[config.mk]
export PLATFORM = sky130hd
export DESIGN_NAME = hw3_serializer
export DESIGN_NICKNAME = d
export VERILOG_FILES = /design/src/rtl/hw3_serializer.sv
export SDC_FILE = /design/constraint.sdc
export NUM_CORES = 1
export LEC_CHECK = 0
export ABC_AREA = 1
export BUFFER_PORTS_ARGS = -buffer_cell sky130_fd_sc_hd__buf_2
export CAP_MARGIN = 5
export CORE_AREA = 2 2 83 65
export DETAILED_ROUTE_END_ITERATION = 8
export DIE_AREA = 0 0 85 67
export PLACE_DENSITY_LB_ADDON = 0.2
export REMOVE_ABC_BUFFERS = 1
export SKIP_CTS_REPAIR_TIMING = 1
export SKIP_LAST_GASP = 1
export SLEW_MARGIN = 20
export SYNTH_ARGS = -nofsm -noshare
export SYNTH_HDL_FRONTEND = slang
export SYNTH_SLANG_ARGS = --single-unit
[constraint.sdc]
create_clock -name i_clk -period 4.9 [get_ports i_clk]
set_clock_uncertainty 0.05 [all_clocks]
set_input_delay 0.98 -clock i_clk [delete_from_list [all_inputs] [get_ports i_clk]]
set_output_delay 0.98 -clock i_clk [all_outputs]
set_load 0.03 [all_outputs]
[src/rtl/hw3_serializer.sv]
// hw3_serializer: parallel-to-serial feeder for the serial pattern-detector stage.
//
// Accepts WIDTH-bit words over a valid/ready handshake, buffers up to DEPTH of them in a
// small FIFO and shifts them out MSB first, one bit per clock, on o_data. Consecutive
// words are sent gapless. All outputs except o_busy are registered.
//
// Optional feature: define SER_PARITY_EN to append one even-parity bit (XOR of all WIDTH
// data bits) after every word's LSB, giving a WIDTH+1 bit frame. Default build: no parity.
//
// Parameters:
//   WIDTH     word width in bits (>= 2)
//   DEPTH     FIFO entries, not counting the word held in the shift register (>= 1)
//   IDLE_BIT  o_data value while no word is shifting
//
// Ports:
//   i_clk       clock, all logic on posedge
//   i_rst_n     synchronous active-low reset
//   i_word      parallel word to send
//   i_valid     i_word valid; transfer when i_valid && o_ready at posedge
//   o_ready     FIFO can accept a word (registered)
//   o_data      serial bit stream (registered)
//   o_data_vld  high while o_data carries a data or parity bit (registered)
//   o_busy      shifter active or FIFO non-empty
//   o_word_cnt  number of words fully shifted out, wraps at 16 bits
module hw3_serializer #(
  parameter int unsigned WIDTH    = 8,
  parameter int unsigned DEPTH    = 2,
  parameter logic        IDLE_BIT = 1'b0
) (
  input  logic             i_clk,
  input  logic             i_rst_n,
  input  logic [WIDTH-1:0] i_word,
  input  logic             i_valid,
  output logic             o_ready,
  output logic             o_data,
  output logic             o_data_vld,
  output logic             o_busy,
  output logic [15:0]      o_word_cnt
);

  localparam int unsigned CntW = $clog2(DEPTH + 1);
  localparam int unsigned PtrW = (DEPTH > 1) ? $clog2(DEPTH) : 1;
  localparam int unsigned BitW = $clog2(WIDTH + 1);

  localparam logic [CntW-1:0] DepthC  = CntW'(DEPTH);
  localparam logic [PtrW-1:0] LastPtr = PtrW'(DEPTH - 1);
  localparam logic [BitW-1:0] LastIdx = BitW'(WIDTH - 1);

`ifdef SER_PARITY_EN
  typedef enum logic [1:0] {StIdle, StShift, StParity} state_e;
`else
  typedef enum logic [1:0] {StIdle, StShift} state_e;
`endif

  // ---------------------------------------------------------------------------
  // FIFO
  // ---------------------------------------------------------------------------
  logic [WIDTH-1:0] fifo_mem [DEPTH];
  logic [PtrW-1:0]  rd_ptr_q, rd_ptr_d;
  logic [PtrW-1:0]  wr_ptr_q, wr_ptr_d;
  logic [CntW-1:0]  count_q, count_d;
  logic             ready_q, ready_d;
  logic             push, pop;
  logic [WIDTH-1:0] head;

  assign push = i_valid && ready_q;
  assign head = fifo_mem[rd_ptr_q];

  always_comb begin
    wr_ptr_d = wr_ptr_q;
    rd_ptr_d = rd_ptr_q;
    count_d  = count_q;
    if (push) begin
      wr_ptr_d = (wr_ptr_q == LastPtr) ? '0 : wr_ptr_q + PtrW'(1);
    end
    if (pop) begin
      rd_ptr_d = (rd_ptr_q == LastPtr) ? '0 : rd_ptr_q + PtrW'(1);
    end
    unique case ({push, pop})
      2'b10:   count_d = count_q + CntW'(1);
      2'b01:   count_d = count_q - CntW'(1);
      default: count_d = count_q;
    endcase
    // Ready reflects occupancy after this edge's push/pop.
    ready_d = (count_d < DepthC);
  end

  always_ff @(posedge i_clk) begin
    if (i_rst_n && push) begin
      fifo_mem[wr_ptr_q] <= i_word;
    end
  end

  // ---------------------------------------------------------------------------
  // Shifter FSM
  // ---------------------------------------------------------------------------
  state_e           state_q, state_d;
  logic [WIDTH-1:0] shift_q, shift_d;
  logic [BitW-1:0]  bit_idx_q, bit_idx_d;
  logic             data_q, data_d;
  logic             vld_q, vld_d;
  logic [15:0]      cnt_q, cnt_d;
  logic             try_load;
`ifdef SER_PARITY_EN
  logic             parity_q, parity_d;
`endif

  always_comb begin
    state_d   = state_q;
    shift_d   = shift_q;
    bit_idx_d = bit_idx_q;
    data_d    = data_q;
    vld_d     = vld_q;
    cnt_d     = cnt_q;
    try_load  = 1'b0;
    pop       = 1'b0;
`ifdef SER_PARITY_EN
    parity_d  = parity_q;
`endif

    unique case (state_q)
      StIdle: begin
        try_load = 1'b1;
      end
      StShift: begin
        if (bit_idx_q != LastIdx) begin
          // shift_q[WIDTH-1] is the bit on o_data now; the next one sits below it.
          shift_d   = shift_q << 1;
          data_d    = shift_q[WIDTH-2];
          bit_idx_d = bit_idx_q + BitW'(1);
        end else begin
          cnt_d = cnt_q + 16'd1;
`ifdef SER_PARITY_EN
          state_d = StParity;
          data_d  = parity_q;
          vld_d   = 1'b1;
`else
          try_load = 1'b1;
`endif
        end
      end
`ifdef SER_PARITY_EN
      StParity: begin
        try_load = 1'b1;
      end
`endif
      default: begin
        state_d = StIdle;
        data_d  = IDLE_BIT;
        vld_d   = 1'b0;
      end
    endcase

    // Shared by idle pickup and end-of-frame: load the FIFO head (gapless) or go idle.
    // Only the registered count is looked at, so a word pushed this edge is not bypassed.
    if (try_load) begin
      if (count_q != '0) begin
        pop       = 1'b1;
        state_d   = StShift;
        shift_d   = head;
        data_d    = head[WIDTH-1];
        vld_d     = 1'b1;
        bit_idx_d = '0;
`ifdef SER_PARITY_EN
        parity_d  = ^head;
`endif
      end else begin
        state_d = StIdle;
        data_d  = IDLE_BIT;
        vld_d   = 1'b0;
      end
    end
  end

  always_ff @(posedge i_clk) begin
    if (!i_rst_n) begin
      state_q   <= StIdle;
      shift_q   <= '0;
      bit_idx_q <= '0;
      data_q    <= IDLE_BIT;
      vld_q     <= 1'b0;
      cnt_q     <= '0;
      ready_q   <= 1'b0;
      count_q   <= '0;
      rd_ptr_q  <= '0;
      wr_ptr_q  <= '0;
`ifdef SER_PARITY_EN
      parity_q  <= 1'b0;
`endif
    end else begin
      state_q   <= state_d;
      shift_q   <= shift_d;
      bit_idx_q <= bit_idx_d;
      data_q    <= data_d;
      vld_q     <= vld_d;
      cnt_q     <= cnt_d;
      ready_q   <= ready_d;
      count_q   <= count_d;
      rd_ptr_q  <= rd_ptr_d;
      wr_ptr_q  <= wr_ptr_d;
`ifdef SER_PARITY_EN
      parity_q  <= parity_d;
`endif
    end
  end

  assign o_ready    = ready_q;
  assign o_data     = data_q;
  assign o_data_vld = vld_q;
  assign o_word_cnt = cnt_q;
  assign o_busy     = (state_q != StIdle) || (count_q != '0);

endmodule

==> run summary <==
Die H: 67 µm
Hold-critical path depth: 1
Root buf cell: clkbuf_8
CP Data Arrival Time: 2.55 ns
Synth async-reset ratio: 0
Least-Margin Pin Slew: 1.05 ns
Netlist cell types: 28
Antenna fix cells: 0
Slowest-stage cell, CP: nor3_1
Routability cong.: 0.842
Synth top area share: 0.328
Initial antenna violation count: 0
CTS H-tree lvls: 2
Synth top cells by count: 51 x nand2_1, 35 x dfxtp_1, 35 x nor2_1
Final period util: 0.543
Initial core utilization: 0.444
HP Class: register to register
Worst Path Max Fanout: 24
Slew Viols, Final: 0
Clock Tree Buf Depth: 2
Port Buffers: 30
CTS tree: done
Detailed placer's ending HPWL: 2830 µm
Post-layout minimum cycle time: 2.66 ns
Yosys warns: 0
Clock Sinks: 51
Max Cap Viol: 0
Core region area: 4820 µm²
Flop2flop setup slack: 2.67 ns
Final hold violation count: 0
Worst-path cell chain: buf_2 -> inv_1 -> nor3_1
Routed Antenna Nets: 0
Total Routing Usage GR: 0.146
Count leader, synth: nand2_1
Row cnt: 22
DR pass1 iterations: 4
Vias per cell: 4.88
Setup WS post-layout: 2.24 ns
RR Startpoint: bit_idx_q[0]
Avg Cell Area, Syn: 8.62 µm²
Placed Cells: 333
Power Total: 0.00106 W
# setup viols final: 0
# IOs: 31
Critical Path Max Stage Delay: 0.91 ns
First-pass GRT wire length: 6440 µm
Cell Area, Synth: 2140 µm²
Syn Inst Count: 248
Power per cell area: 435 nW/µm²
Sequential element share of the synthesized area: 0.553
Synth Register Bits: 51
VDD IR max: 0.235 mV
Leak Pwr: 1.00 nW
Reg2reg path depth: 11
Post-synth top area cell: dfxtp_1
Number of global-route vias before repair: 1402
DR vias: 1663
Worst-path clk slew: 0.10 ns
Non-Filler Instances: 341
Worst Path Required: 4.79 ns
RSZ-0062 raised after global routing: no
# DRC: 0
Post-route setup TNS: 0 ns
Die footprint: 5700 µm²
Die width: 85 µm
Slew headroom: 0.291
Nets@finish: 294
Synth Flop Type: dfxtp_1
Total CTS buffers: 5
Worst hold start: rd_ptr_q
Wire per inst: 11.4 µm
Critical Path End Type: register
Initial drt markers: 71
Dpl ws: 1.85 ns
Share of cells above drive strength 1: 0.192
FMAX: 376 MHz
Area contributors post-synth: dfxtp_1 33%, edfxtp_1 22%, nand2_1 9.0%
Type of origin of the critical path: input port
Setup Crit Path Kind: input port to register
Number of synthesized flops with an enable pin: 16
Congestion Overflow GR: 0
Largest net degree at the start of global routing: 25
Layout Area Growth over Synthesis: 14.0%
Drt total wl: 3900 µm
Status: finished clean
Clk_lat worst skew: 0.30 ns
report_power, final:
| part | leakage (nW) | total [W] | switching, W | internal [W] |
|---|---|---|---|---|
| clock | 0.0491 | 0.000249 | 0.000144 | 0.000105 |
| combinational | 0.522 | 0.000273 | 0.000186 | 0.0000877 |
| sequential | 0.430 | 0.000538 | 0.0000420 | 0.000496 |
metrics by stage:
stage / area (µm²) / hold WS (ns) / utilization
3_3_place_gp: 2340 / 0.396 / 0.486
5_1_grt: 2440 / 0.428 / 0.506
6_report: 2440 / 0.405 / 0.506
2_1_floorplan: 2120 / 0.381 / -
3_5_place_dp: 2340 / 0.402 / 0.486
4_1_cts: 2440 / 0.414 / 0.506
metal layers:
metal,part of all wire,wire length [µm],GRT usage,vias up
met4,0.0069,27,0.0496,0
li1,-,-,-,887
met5,0,0,0,-
met2,0.39,1500,0.205,38
met3,0.056,218,0.0372,2
met1,0.55,2150,0.217,736
layout make-up:
| class | instances | area (µm²) |
|---|---|---|
| flip-flops and latches | 51 | 1180 |
| multi-input cells | 170 | 852 |
| clock inverters | 3 | 26.3 |
| well taps | 60 | 75.1 |
| inverters | 22 | 82.6 |
| fillers | 463 | 2380 |
| repair buffers | 30 | 150 |
| clock buffers | 5 | 68.8 |
cells by family (layout without fill, tap and decap cells):
kind of cell,Yosys count,in the layout,synth area share
AOI/OAI and AO/OA,45,45,0.111
buffers and inverters,27,60,0.0486
xor gates and xnor gates,4,4,0.0164
and+or+nand+nor,118,118,0.254
DFF,51,51,0.553
adders and majority gates,3,3,0.0176
flip-flops by register name (all words and copies together), names as in the netlist, named ones only:
name	cells
bit_idx_q	4
count_q	1
fifo_mem	16
o_data	1
o_data_vld	1
o_ready	1
o_word_cnt	16
rd_ptr_q	1
shift_q	7
wr_ptr_q	1
placed cells by master, fill, tap and decap left out, types with 3 or more instances in the layout:
master / count
inv_2: 5
nand2_1: 51
o22ai_1: 4
o21ai_0: 18
nor2_2: 4
edfxtp_1: 16
nand3_1: 10
nor3_1: 5
nand4_1: 3
o21ai_1: 4
ha_1: 3
buf_2: 30
nor2_1: 35
inv_1: 17
a21oi_1: 16
dfxtp_1: 35
clkbuf_8: 5
xor2_1: 4
critical path, delay by kind of cell:
kind          cells  cell delay (ns)
simple gates      1             0.91
buf+inv           2             0.64
worst max-delay path by stage:
stage	start	endpoint	slack [ns]	cells after the start
after floorplan	i_rst_n	fifo_mem[1][0]	2.70	2
after global placement	i_rst_n	fifo_mem[1][4]	1.92	3
after detailed placement	i_rst_n	fifo_mem[1][4]	1.85	3
after CTS	i_rst_n	fifo_mem[1][0]	2.17	3
after global routing	i_rst_n	fifo_mem[1][0]	2.04	3
final	i_rst_n	fifo_mem[1][0]	2.24	3
Note: power is estimated with default switching activity, not from simulation.
